===== src/rtl/uart_apb_sequencer.sv =====
// APB master that initialises a CoreUARTapb-style UART, then polls its status
// register and moves bytes between valid/ready streams and the UART data registers.
module uart_apb_sequencer #(
    parameter bit          FRAC_EN   = 1'b1,
    parameter int unsigned POLL_GAP  = 4,
    parameter bit          AUTO_INIT = 1'b1
) (
    input  logic        PCLK,
    input  logic        PRESETN,
    output logic [4:0]  M_PADDR,
    output logic        M_PSEL,
    output logic        M_PENABLE,
    output logic        M_PWRITE,
    output logic [7:0]  M_PWDATA,
    input  logic [7:0]  M_PRDATA,
    input  logic        M_PREADY,
    input  logic [12:0] cfg_baud,
    input  logic        cfg_bit8,
    input  logic        cfg_parity_en,
    input  logic        cfg_odd_n_even,
    input  logic [2:0]  cfg_frac,
    input  logic        cfg_start,
    input  logic        tx_valid,
    input  logic [7:0]  tx_data,
    output logic        tx_ready,
    output logic        rx_valid,
    output logic [7:0]  rx_data,
    input  logic        rx_ready,
    output logic        init_done,
    output logic        err_parity,
    output logic        err_overflow,
    output logic        err_framing,
    input  logic        err_clr
);

    localparam int unsigned GAP_W = (POLL_GAP > 1) ? $clog2(POLL_GAP) : 1;

    localparam logic [4:0] ADDR_TX     = 5'h00;
    localparam logic [4:0] ADDR_RX     = 5'h04;
    localparam logic [4:0] ADDR_CTRL1  = 5'h08;
    localparam logic [4:0] ADDR_CTRL2  = 5'h0C;
    localparam logic [4:0] ADDR_STATUS = 5'h10;
    localparam logic [4:0] ADDR_CTRL3  = 5'h14;

    typedef enum logic [2:0] {
        S_IDLE, S_INIT1, S_INIT2, S_INIT3, S_POLL, S_GAP, S_RDRX, S_WRTX
    } state_t;

    state_t             r_state;
    logic [GAP_W-1:0]   r_gap_cnt;
    logic               r_start_pend;
    logic               r_last_rx;
    logic [7:0]         r_tx_data;
    logic               r_tx_ready;
    logic               r_rx_valid;
    logic [7:0]         r_rx_data;
    logic               r_init_done;
    logic               r_err_parity;
    logic               r_err_overflow;
    logic               r_err_framing;
    logic [4:0]         r_paddr;
    logic               r_psel;
    logic               r_penable;
    logic               r_pwrite;
    logic [7:0]         r_pwdata;

    logic               w_xfer_done;
    logic               w_poll_done;
    logic               w_reinit;
    logic               w_rx_elig;
    logic               w_tx_elig;
    logic               w_advance;
    state_t             w_next;
    logic [4:0]         w_paddr;
    logic               w_pwrite;
    logic [7:0]         w_pwdata;

    assign M_PADDR      = r_paddr;
    assign M_PSEL       = r_psel;
    assign M_PENABLE    = r_penable;
    assign M_PWRITE     = r_pwrite;
    assign M_PWDATA     = r_pwdata;
    assign tx_ready     = r_tx_ready;
    assign rx_valid     = r_rx_valid;
    assign rx_data      = r_rx_data;
    assign init_done    = r_init_done;
    assign err_parity   = r_err_parity;
    assign err_overflow = r_err_overflow;
    assign err_framing  = r_err_framing;

    // Next-state decision; only evaluated when the current step finishes.
    always_comb begin
        w_xfer_done = r_penable && M_PREADY;
        w_poll_done = (r_state == S_POLL) && w_xfer_done;
        w_reinit    = cfg_start || r_start_pend;
        w_rx_elig   = M_PRDATA[1] && !r_rx_valid;
        w_tx_elig   = M_PRDATA[0] && !r_tx_ready;
        w_advance   = 1'b0;
        w_next      = r_state;
        case (r_state)
            S_IDLE: begin
                if (AUTO_INIT || cfg_start) begin
                    w_advance = 1'b1;
                    w_next    = S_INIT1;
                end
            end
            S_INIT1: begin
                w_advance = w_xfer_done;
                w_next    = S_INIT2;
            end
            S_INIT2: begin
                w_advance = w_xfer_done;
                w_next    = FRAC_EN ? S_INIT3 : S_POLL;
            end
            S_INIT3, S_RDRX, S_WRTX: begin
                w_advance = w_xfer_done;
                w_next    = S_POLL;
            end
            S_POLL: begin
                w_advance = w_xfer_done;
                if (w_rx_elig && (!w_tx_elig || !r_last_rx)) w_next = S_RDRX;
                else if (w_tx_elig)                          w_next = S_WRTX;
                else if (POLL_GAP == 0)                      w_next = S_POLL;
                else                                         w_next = S_GAP;
            end
            S_GAP: begin
                w_advance = (r_gap_cnt == '0) || w_reinit;
                w_next    = S_POLL;
            end
            default: ;
        endcase
        // A pending re-init is honoured only at a step boundary, so no transfer is cut short.
        if (w_advance && w_reinit && (r_state != S_IDLE)) w_next = S_INIT1;

        w_paddr  = r_paddr;
        w_pwrite = r_pwrite;
        w_pwdata = r_pwdata;
        case (w_next)
            S_INIT1: begin
                w_paddr = ADDR_CTRL1;  w_pwrite = 1'b1; w_pwdata = cfg_baud[7:0];
            end
            S_INIT2: begin
                w_paddr  = ADDR_CTRL2; w_pwrite = 1'b1;
                w_pwdata = {cfg_baud[12:8], cfg_odd_n_even, cfg_parity_en, cfg_bit8};
            end
            S_INIT3: begin
                w_paddr = ADDR_CTRL3;  w_pwrite = 1'b1; w_pwdata = {5'b0, cfg_frac};
            end
            S_POLL:  begin w_paddr = ADDR_STATUS; w_pwrite = 1'b0; end
            S_RDRX:  begin w_paddr = ADDR_RX;     w_pwrite = 1'b0; end
            S_WRTX:  begin w_paddr = ADDR_TX;     w_pwrite = 1'b1; w_pwdata = r_tx_data; end
            default: ;
        endcase
    end

    always_ff @(posedge PCLK or negedge PRESETN) begin
        if (!PRESETN) begin
            r_state        <= S_IDLE;
            r_gap_cnt      <= '0;
            r_start_pend   <= 1'b0;
            r_last_rx      <= 1'b0;
            r_tx_data      <= 8'h00;
            r_tx_ready     <= 1'b1;
            r_rx_valid     <= 1'b0;
            r_rx_data      <= 8'h00;
            r_init_done    <= 1'b0;
            r_err_parity   <= 1'b0;
            r_err_overflow <= 1'b0;
            r_err_framing  <= 1'b0;
            r_paddr        <= 5'h00;
            r_psel         <= 1'b0;
            r_penable      <= 1'b0;
            r_pwrite       <= 1'b0;
            r_pwdata       <= 8'h00;
        end else begin
            if (tx_valid && r_tx_ready) begin
                r_tx_ready <= 1'b0;
                r_tx_data  <= tx_data;
            end
            if (r_rx_valid && rx_ready) r_rx_valid <= 1'b0;

            // Sticky errors: a status read setting a flag beats a same-cycle clear.
            r_err_parity   <= (r_err_parity   && !err_clr) || (w_poll_done && M_PRDATA[2]);
            r_err_overflow <= (r_err_overflow && !err_clr) || (w_poll_done && M_PRDATA[3]);
            r_err_framing  <= (r_err_framing  && !err_clr) || (w_poll_done && M_PRDATA[4]);

            if (cfg_start && (r_state != S_IDLE)) r_start_pend <= 1'b1;
            if (r_psel && !r_penable) r_penable <= 1'b1;
            if ((r_state == S_GAP) && (r_gap_cnt != '0)) r_gap_cnt <= r_gap_cnt - GAP_W'(1);

            if (w_advance) begin
                r_state <= w_next;
                if (w_next == S_GAP) begin
                    r_psel    <= 1'b0;
                    r_penable <= 1'b0;
                    r_gap_cnt <= GAP_W'(POLL_GAP - 1);
                end else begin
                    r_psel    <= 1'b1;
                    r_penable <= 1'b0;
                    r_paddr   <= w_paddr;
                    r_pwrite  <= w_pwrite;
                    r_pwdata  <= w_pwdata;
                end
                if (w_next == S_INIT1) begin
                    r_init_done  <= 1'b0;
                    r_start_pend <= 1'b0;
                end
                if ((w_next == S_POLL) && ((r_state == S_INIT2) || (r_state == S_INIT3)))
                    r_init_done <= 1'b1;
                if (r_state == S_RDRX) begin
                    r_rx_valid <= 1'b1;
                    r_rx_data  <= M_PRDATA;
                    r_last_rx  <= 1'b1;
                end
                if (r_state == S_WRTX) begin
                    r_tx_ready <= 1'b1;
                    r_last_rx  <= 1'b0;
                end
            end
        end
    end

endmodule


===== config.mk =====
export PLATFORM = sky130hd
export DESIGN_NAME = uart_apb_sequencer
export DESIGN_NICKNAME = d
export VERILOG_FILES = /design/src/rtl/uart_apb_sequencer.sv
export SDC_FILE = /design/constraint.sdc
export NUM_CORES = 1
export LEC_CHECK = 0
export ABC_AREA = 1
export ABC_CLOCK_PERIOD_IN_PS = 1600
export CORE_MARGIN = 2
export CORE_UTILIZATION = 23
export CTS_CLUSTER_DIAMETER = 60
export DETAILED_ROUTE_END_ITERATION = 12
export PLACE_DENSITY_LB_ADDON = 0.3
export SLEW_MARGIN = 40
export SYNTH_ARGS = -nofsm -noshare
export SYNTH_HDL_FRONTEND = slang
export SYNTH_SLANG_ARGS = --single-unit
export TNS_END_PERCENT = 20

===== constraint.sdc =====
create_clock -name PCLK -period 1.6 [get_ports PCLK]
set_input_delay 0.32 -clock PCLK [delete_from_list [all_inputs] [get_ports PCLK]]
set_output_delay 0.32 -clock PCLK [all_outputs]
set_load 0.005 [all_outputs]

==> out/metrics.cfg <==
[floorplanning]
num_io_pins=72
die_area_mm2=0.0103
die_width_um=102
die_h_um=102
start_util_pct=23.7
rows=35
core_area_mm2=0.00924

[worst_setup_path]
slowest_delay_ns=0.45
crit_fanout=6
rr_startpoint=r_state[1]
crit_family=simple AND/OR/NAND/NOR gates
critPathLaunchType=flip-flop
crit_start=r_state[1]
cpMaxStageDelayCell=dfrtp_2
path_common_cell=nand2_4
critPathArrivalTime_ns=1.97
required_ns=1.84
path_cells=nor2_4, nand2_2, clkinv_2, buf_4, nand2_4, nand2_4, nand3_4, nand2_4, nand2_8, buf_6, nor2_1, nand2_1, nand2_1
end_kind=flip-flop
timing.setup.critical_path_class=flip-flop to flip-flop
path_buf_inv=3

[final_layout]
final_nets=428
areaGrowthSynthToFinish_pct=68.1
fillers=947
final_cells=515
drive_above_1_share_pct=29.5
stdcell_area_mm2=0.00368
regArea_mm2=0.00108
n_antenna_cell=0
multi_input_area_mm2=0.00117

[synthesis]
synthArstFlopShare_pct=100
syn_area_mm2=0.00219
ys_ff_latch=43
synth_enable_flop_cells=0
ys_warn_count=0
yosysSeqAreaShare_pct=49.2
yosysUniqueCellTypes=29
syn_avg_cell_area_um2=8.30
synth_ff_type=dfrtp_1
netlist_instances=264

[status]
violations=negative setup slack
outcome=finished with violations

[route]
num_vias=2148
drt_drc_violations_left=0
first_pass_iters=4
detail_route.iter0.violations=89
finalWirelength_mm=6.58
ant_nets=0
routed_via_density=4.17
wire_per_inst_um=12.8

[global_route]
antenna_found_initial=0
grt_use_total_pct=13.0
grt_start_max_net_pins=24
overflow=0
grt_pass1_wl_mm=10.5
grt_pass1_vias=2167

[sta]
setup_slack_ns=-0.123
rsz0062_at_grt=true
hold_viol=0
min_period_ns=1.72
setup_viol=27
clock_skew_ns=0.0113
clock.fmax_mhz=580
finalCritPeriodShare_pct=108
drv_slew=0
setup_tns_ns=-2.19

[cts]
cts_made_buffers=5
root_buffer=clkbuf_8
cts.sinks=43
cts_max_level=2
insertion_delay_ns=0.30
clk_path_buf_depth=2
cts_tree=done
clk_pin_slew_worst_paths_ns=0.08

[power]
p_leak_nw=1.70
peakVddDrop_mv=0.595
powerDensity_mw_per_mm2=1930

[place]
dpl.hpwl_mm=4.86
dpl_worst_slack_ns=-0.532
place_inst=488
gp_congestion=0.820
portBuffers=69
place_area_mm2=0.00323

[flow_run]
maxCapViolCount=0

[worst_hold_path]
hold_class=input pin to asynchronous set/reset pin

[cells in the mapped netlist (all sizes together), types with 2 or more instances]
library cell,n,area (µm²)
mux2,4,45.0
o21ai,26,145
buf,5,45.0
a21oi,10,72.6
inv,27,101
nor2,32,135
nand3,28,168
dfrtp,42,1050
or2,2,12.5
nand2,77,322
o22ai,3,18.8
[stage by stage]
stage          hold WS [ns]  total power, mW  utilization, %
6_report              0.432             7.09            39.9
5_1_grt               0.441             7.66            39.9
4_1_cts               0.442             6.78            38.6
3_5_place_dp          0.228             5.35            34.9
3_3_place_gp          0.221             5.31            34.9
2_1_floorplan        0.0244             3.78               -
[cells in the final DEF (no fill, tap or decap)]
cell type         n
inv_4             3
nand2_2           7
dfrtp_1          39
a21oi_1           7
nand3_2           3
or2_2             2
nor2_2            6
clkinvlp_4        1
buf_2             1
inv_1            22
o21ai_4           1
clkinv_2          1
nand2_4           8
nand3_4           6
dfstp_2           1
nand2_8           2
clkbuf_1          2
clkdlybuf4s50_1  67
o211ai_1          1
o21ai_2           5
nor2_4            3
inv_2             2
clkbuf_8          5
ha_1              1
o21ai_0          12
buf_4            38
a21oi_4           3
o22ai_1           3
conb_1            2
nand3_1          21
dlygate4sd2_1     1
nor2_1           24
dlygate4sd3_1     1
mux2_2            4
nand2_1          60
o21bai_1          1
dfrtp_2           3
o21ai_1           8
nor3_4            1
buf_6             8
[worst reg2reg max path: cells and delay by family, from the launching register on]
kind / cells / cell delay (ns)
buf+inv: 3 / 0.32
simple gates: 10 / 0.91
flops: 1 / 0.45
[cell type report]
cell class                      count  area share, %
Timing Repair Buffer              116           29.1
Sequential cell                    43           29.4
Inverter                           28           3.09
Tap cell                          129           4.38
Clock buffer                        7           2.07
Multi-Input combinational cell    191           31.8
Clock inverter                      1          0.204
[final timing paths]
path | depth (start not counted) | slack (ns) | end
worst max-delay path | 13 | -0.12 | M_PWDATA[0]
max in group asynchronous | 3 | 0.55 | err_framing
worst min register to register | 2 | 0.49 | M_PWRITE
min in group PCLK | 2 | 0.49 | M_PWRITE
worst max register to register | 13 | -0.12 | M_PWDATA[0]
worst min-delay path | 2 | 0.43 | M_PWDATA[0]
[power by group]
group	leakage, nW	internal, mW	switching (mW)
logic	1.13	2.19	2.42
clock network	0.0385	0.309	0.368
registers	0.528	1.54	0.259
total	1.70	4.04	3.05
[per-layer routing]
layer	global-route usage (%)	wire (µm)
met1	17.6	2980
met2	21.6	3320
met3	1.93	178
met4	3.74	95
met5	0	0
[registers in the layout, summed over array words and instances (netlist names)]
name and flops:
M_PWDATA 8, r_tx_data 8, rx_data 8, M_PADDR 3, r_state 3, r_gap_cnt 2, M_PENABLE 1, M_PSEL 1
M_PWRITE 1, err_framing 1, err_overflow 1, err_parity 1, init_done 1, r_last_rx 1, r_start_pend 1, rx_valid 1
tx_ready 1
[logic make-up after synthesis]
logic type / count (synthesis) / synth area share (%)
adder cells (fa/ha/maj): 1 / 0.571
multiplexers: 4 / 2.06
other: 1 / 0.171
AO/OA/AOI/OAI: 41 / 11.5
flip-flops: 43 / 49.2
buffers and inverters: 34 / 7.02
AND/OR/NAND/NOR: 140 / 29.5
[repair_timing]
item                       4_1_cts  5_1_grt
pin swaps                       20       18
resized for setup               37       30
gates cloned                     2        1
setup endpoints to repair       31       30
setup buffers                   13        2
hold buffers                     1        0
hold endpoints to repair         8        0
Note: power is estimated with default switching activity, not from simulation.
